<file path="config.mk">
export PLATFORM = sky130hd
export DESIGN_NAME = vga_timing_gen
export DESIGN_NICKNAME = d
export VERILOG_FILES = /design/src/rtl/vga_timing_gen.sv
export SDC_FILE = /design/constraint.sdc
export NUM_CORES = 1
export LEC_CHECK = 0
export CORE_ASPECT_RATIO = 0.5
export CORE_MARGIN = 1
export CORE_UTILIZATION = 35
export DETAILED_ROUTE_END_ITERATION = 12
export GPL_ROUTABILITY_DRIVEN = 0
export GPL_TIMING_DRIVEN = 0
export PLACE_DENSITY = 0.68
export SYNTH_ARGS = -nofsm -noshare
export SYNTH_HDL_FRONTEND = slang
export SYNTH_SLANG_ARGS = --single-unit
</file>
<file path="constraint.sdc">
create_clock -name pixel_clk -period 1.6 [get_ports pixel_clk]
set_input_delay 0.32 -clock pixel_clk [delete_from_list [all_inputs] [get_ports pixel_clk]]
set_output_delay 0.32 -clock pixel_clk [all_outputs]
set_load 0.01 [all_outputs]
</file>
<file path="src/rtl/vga_timing_gen.sv">
// Parametrised VGA/DVI raster timing generator: counters, sync/DE decode, coordinates and strobes.
// Optional macro VGA_TIMING_SYNC_DLY_EN delays VGA_HS/VGA_VS/data_en by SYNC_DLY extra clocks.
module vga_timing_gen #(
  parameter int H_ACTIVE = 640,
  parameter int H_FP     = 16,
  parameter int H_SYNC   = 96,
  parameter int H_BP     = 48,
  parameter int V_ACTIVE = 480,
  parameter int V_FP     = 10,
  parameter int V_SYNC   = 2,
  parameter int V_BP     = 33,
  parameter int HS_POL   = 0,
  parameter int VS_POL   = 0,
  parameter int CNT_W    = 12,
  parameter int SYNC_DLY = 2
) (
  input  logic             pixel_clk,
  input  logic             rst,
  input  logic             en,
  output logic             VGA_HS,
  output logic             VGA_VS,
  output logic             data_en,
  output logic [CNT_W-1:0] pixel_x,
  output logic [CNT_W-1:0] pixel_y,
  output logic             line_start,
  output logic             frame_start
);

  localparam int H_TOTAL = H_ACTIVE + H_FP + H_SYNC + H_BP;
  localparam int V_TOTAL = V_ACTIVE + V_FP + V_SYNC + V_BP;

  localparam logic [CNT_W-1:0] H_LAST = CNT_W'(H_TOTAL - 1);
  localparam logic [CNT_W-1:0] H_ACT  = CNT_W'(H_ACTIVE);
  localparam logic [CNT_W-1:0] HS_BEG = CNT_W'(H_ACTIVE + H_FP);
  localparam logic [CNT_W-1:0] HS_END = CNT_W'(H_ACTIVE + H_FP + H_SYNC);
  localparam logic [CNT_W-1:0] V_LAST = CNT_W'(V_TOTAL - 1);
  localparam logic [CNT_W-1:0] V_ACT  = CNT_W'(V_ACTIVE);
  localparam logic [CNT_W-1:0] VS_BEG = CNT_W'(V_ACTIVE + V_FP);
  localparam logic [CNT_W-1:0] VS_END = CNT_W'(V_ACTIVE + V_FP + V_SYNC);
  localparam logic HS_ON = 1'(HS_POL);
  localparam logic VS_ON = 1'(VS_POL);

  typedef struct packed {
    logic hs;
    logic vs;
    logic de;
  } sync_t;

  localparam sync_t SYNC_IDLE = '{hs: ~HS_ON, vs: ~VS_ON, de: 1'b0};

  if (H_TOTAL > 2**CNT_W || V_TOTAL > 2**CNT_W) begin : g_bad_cnt_w
    $error("CNT_W too narrow for raster totals");
  end
  if (SYNC_DLY < 0) begin : g_bad_dly
    $error("SYNC_DLY must be non-negative");
  end

  logic [CNT_W-1:0] h_cnt, v_cnt;
  sync_t            dec, src;

  always_ff @(posedge pixel_clk or negedge rst) begin
    if (!rst) begin
      h_cnt <= '0;
      v_cnt <= '0;
    end else if (en) begin
      if (h_cnt == H_LAST) begin
        h_cnt <= '0;
        v_cnt <= (v_cnt == V_LAST) ? '0 : v_cnt + 1'b1;
      end else begin
        h_cnt <= h_cnt + 1'b1;
      end
    end
  end

  always_comb begin
    dec    = SYNC_IDLE;
    dec.hs = ((h_cnt >= HS_BEG) && (h_cnt < HS_END)) ~^ HS_ON;
    dec.vs = ((v_cnt >= VS_BEG) && (v_cnt < VS_END)) ~^ VS_ON;
    dec.de = (h_cnt < H_ACT) && (v_cnt < V_ACT);
  end

`ifdef VGA_TIMING_SYNC_DLY_EN
  // Pins lag the coordinates so the frame-buffer read has time to return data.
  localparam int DLY = (SYNC_DLY < 1) ? 1 : SYNC_DLY;
  sync_t [DLY-1:0] dly_pipe;

  always_ff @(posedge pixel_clk or negedge rst) begin
    if (!rst) begin
      for (int i = 0; i < DLY; i++) dly_pipe[i] <= SYNC_IDLE;
    end else if (en) begin
      dly_pipe[0] <= dec;
      for (int i = 1; i < DLY; i++) dly_pipe[i] <= dly_pipe[i-1];
    end
  end

  assign src = dly_pipe[DLY-1];
`else
  assign src = dec;
`endif

  always_ff @(posedge pixel_clk or negedge rst) begin
    if (!rst) begin
      VGA_HS      <= ~HS_ON;
      VGA_VS      <= ~VS_ON;
      data_en     <= 1'b0;
      pixel_x     <= '0;
      pixel_y     <= '0;
      line_start  <= 1'b0;
      frame_start <= 1'b0;
    end else if (en) begin
      VGA_HS      <= src.hs;
      VGA_VS      <= src.vs;
      data_en     <= src.de;
      pixel_x     <= h_cnt;
      pixel_y     <= v_cnt;
      line_start  <= (h_cnt == '0);
      frame_start <= (h_cnt == '0) && (v_cnt == '0);
    end else begin
      // Frozen raster: sync levels and coordinates hold, anything that marks pixels drops.
      data_en     <= 1'b0;
      line_start  <= 1'b0;
      frame_start <= 1'b0;
    end
  end

endmodule

</file>
==> out/results.env <==
FLOORPLAN.IO_PINS=32
SLOWEST_DELAY_NS=0.45
POWER_LEAKAGE_nW=1.53
DETAILED_PLACE.AREA_MM2=0.00297
TOTALWIRELENGTH_UM=5780
CLOCK_LATENCY_NS=0.29
REGISTER_BIT_TOTAL_FROM_SYNTHESIS=53
NUMCLOCKSINKS=53
POST_SYNTH_INST_COUNT=214
WORST_SETUP_HOLD_PATH_CLK_SLEW_NS=0.06
FAILING_CHECKS='negative setup slack'
FINAL.PERIOD_UTILIZATION=1.04
OUTCOME='finished with violations'
CRITPATHLAUNCH='h_cnt[7]$_DFFE_PN0P_'
PLACE.PORT_BUFFERS=31
FIRST_GLOBAL_VIAS=1833
YOSYSWARNINGCOUNT=0
WL_PER_CELL_UM=15.3
CTS_ROOT_BUF='clkbuf_16'
YOSYSSEQAREASHARE=0.527
MOSTFREQUENTLAYOUTCELLS='43 x dfrtp_1, 31 x buf_4, 28 x clkdlybuf4s50_1, 23 x mux2_2, 12 x nand3_1'
UNREPAIRED_SETUP_ENDPOINTS_AFTER_GLOBAL_ROUTING='true'
FILLCELLCOUNT=587
TIMING.CRITICAL_PATH.SLOWEST_STAGE_CELL='dfrtp_2'
YS.FLOP_TYPE='dfrtp_1'
GRT-OVFL-TOTAL=0
WORST_SLEW_PIN_SLEW_NS=0.496
DELAY_HEAVIEST_FAMILY_CP='simple AND/OR/NAND/NOR gates'
FINAL_ANTENNA_NET_COUNT=0
SETUP_VIOLATIONS=10
FINALCRITICALPERIOD_NS=1.67
LAYOUT.CELL_AREA.NON_FILLER_MM2=0.00348
YS_ASYNC_SR_FRACTION=1.00
TRITONCTS='done'
GRT_FIRST_PASS_WIRELENGTH_UM=9110
FIRST_PASS_ITERS=4
CRITPATHCAPTURETYPE='flop'
WORST_IR_DROP_VDD_mV=0.433
ARRIVAL_NS=1.85
LAYOUT_COMMONEST_CELL='dfrtp_1'
GR-USAGE-ALL-LAYERS=0.161
POST-ROUTE-DRC-COUNT=0
CRITICAL_PATH_PEAK_FANOUT=10
DP.FINAL_HPWL_UM=3580
FP.DIEAREA_MM2=0.00757
NUMBER_OF_ANTENNA_VIOLATIONS_AT_THE_FIRST_CHECK_IN_GLOBAL_ROUTING=0
WORST_SETUP_PATH_START_KIND='flop'
POST-PLACE-CELLS=338
SYNTH_FP_NETS=222
NETLIST-CELL-TYPE-COUNT=48
CTS-HTREE-LEVELS=2
TIMING_MAX_TRANSITION_VIOLATIONS_FINAL=0
CRITICAL_PATH.REG2REG.STARTPOINT='h_cnt[7]$_DFFE_PN0P_'
FINISH.NET_COUNT=293
MULTI_INPUT_COMB_AREA_MM2=0.00117
SYNTH_EDF_COUNT=0
SETUP_SKEW_NS=0.00560
ROUTED-VIA-COUNT=1911
WORST_MIN_DELAY_PATH_CATEGORY='reg -> reg'
DETAILEDROUTE.FIRSTITERATIONVIOLATIONS=150
CRIT_CHAIN='nor4b_4, nand3_2, buf_6, a21o_1, a22o_1'
TIMING.SETUP.CRITICAL_PATH_CLASS='reg -> reg'
DESIGN_POWER_TOTAL_W=0.00331
FLOORPLAN.INITIALDENSITY=0.369
FINAL_CELL_COUNT_WITHOUT_FILLERS=378
CTS_INSERTED_BUFFERS=5
DIE_X_UM=122
DIEHEIGHT_UM=62.0
NUMBER_OF_INSERTED_DIODES=0
ROUTE.DETAILED.VIAS_PER_INST=5.06
MAX_CAP_VIOLATIONS=0
MAX_FREQ_MHz=599
AREA_GROWTH_PCT=37.8
SYNTHESIS.AREA_MM2=0.00252
TIMING.HOLD.WS_NS=0.496
FINALHOLDVIOLATIONS=0
TNS_NS=-0.426
PLACEABLECOREAREA_MM2=0.00683
MAXSLEWHEADROOM=0.669
SETUP_WS_NS=-0.0705
SYN-MEAN-INSTANCE-AREA_UM2=11.8
MIN-DELAY-START='VGA_VS$_DFFE_PN1P_'
REGISTER_AREA_MM2=0.00134
GRT_MAX_DEGREE=34
PLACEMENTROWS=21
POWER.DENSITY_mW_PER_MM2=952
TIMING.CRITICAL_PATH.BUF_INV=1
CLOCK_TREE.BUFFER_DEPTH=2
LAYOUT-DRIVE-GT1-SHARE=0.381
WORSTPATHREQUIRED_NS=1.78
worst reg2reg max path, stage by stage, from the launching register on:
cell,delay (ns)
dfrtp_2,0.45
nor4b_4,0.35
nand3_2,0.19
buf_6,0.20
a21o_1,0.16
a22o_1,0.22
Yosys cell counts (2+ instances only):
master | n | area (um2)
buf_2 | 5 | 25.0
buf_6 | 3 | 33.8
xor2_1 | 5 | 43.8
and2_1 | 2 | 12.5
nand2_1 | 8 | 30.0
nor3_1 | 5 | 25.0
and3_1 | 2 | 12.5
nor2b_1 | 2 | 12.5
a22o_1 | 7 | 61.3
nor2_1 | 8 | 30.0
mux2_2 | 23 | 259
nor4_1 | 2 | 12.5
a21oi_1 | 4 | 20.0
buf_1 | 2 | 7.51
dfstp_2 | 2 | 52.6
a21o_1 | 5 | 37.5
nand3_1 | 12 | 60.1
xnor2_1 | 3 | 26.3
o21ai_0 | 12 | 60.1
or3_1 | 3 | 18.8
inv_1 | 9 | 33.8
nand4_1 | 8 | 50.1
and4_1 | 3 | 26.3
dfrtp_1 | 51 | 1280
ha_1 | 5 | 62.6
registers in the layout (all words and copies together), names as in the netlist:
| register | cells |
|---|---|
| h_cnt | 12 |
| pixel_x | 12 |
| pixel_y | 12 |
| v_cnt | 12 |
| VGA_HS | 1 |
| VGA_VS | 1 |
| data_en | 1 |
| frame_start | 1 |
| line_start | 1 |
through the flow:
stage | setup slack, ns | utilization
floorplan | -0.0116 | -
global placement | -1.33 | 0.432
detailed placement | -0.526 | 0.434
CTS | -0.0662 | 0.480
global route | -0.142 | 0.509
finish | -0.0705 | 0.509
where the power goes:
part           internal (W)  switching, W  leakage (nW)  total (W)
logic              0.000384      0.000310         0.790   0.000694
registers           0.00146      0.000106         0.672    0.00156
clock network      0.000582      0.000469        0.0641    0.00105
worst paths after layout:
path	endpoint	depth (start not counted)	slack (ns)
max in group asynchronous	VGA_HS$_DFFE_PN1P_	3	0.46
worst max-delay path	v_cnt[6]$_DFFE_PN0P_	5	-0.07
worst min register to register	VGA_VS$_DFFE_PN1P_	2	0.50
min in group asynchronous	pixel_y[5]$_DFFE_PN0P_	2	0.53
worst min-delay path	VGA_VS$_DFFE_PN1P_	2	0.50
worst max register to register	v_cnt[6]$_DFFE_PN0P_	5	-0.07
cell type report:
cell class,instances,area share
clock buffers,7,0.0382
repair buffers,66,0.171
multi-input cells,139,0.336
inverters,9,0.00972
plain buffers,11,0.0245
flip-flops and latches,53,0.385
clock inverters,1,0.00216
well taps,92,0.0331
layer usage:
metal  wire [um]  global-route usage
met5           0                   0
met4          68              0.0749
met3         234              0.0456
met2        2830               0.269
met1        2650               0.201
logic make-up after synthesis:
group	synth area share
and+or+nand+nor	0.179
DFF	0.527
AOI/OAI and AO/OA	0.0888
muxes	0.107
buffers and inverters	0.0461
xor gates and xnor gates	0.0278
adders and majority gates	0.0248
what timing repair did:
item                       4_1_cts  5_1_grt
resized for setup               23       27
setup buffers                   12       21
gates cloned                     1        0
setup endpoints to repair       38       14
pin swaps                        6       23
hold endpoints to repair         3        0
hold buffers                     1        0
(Power assumes the default switching activity.)
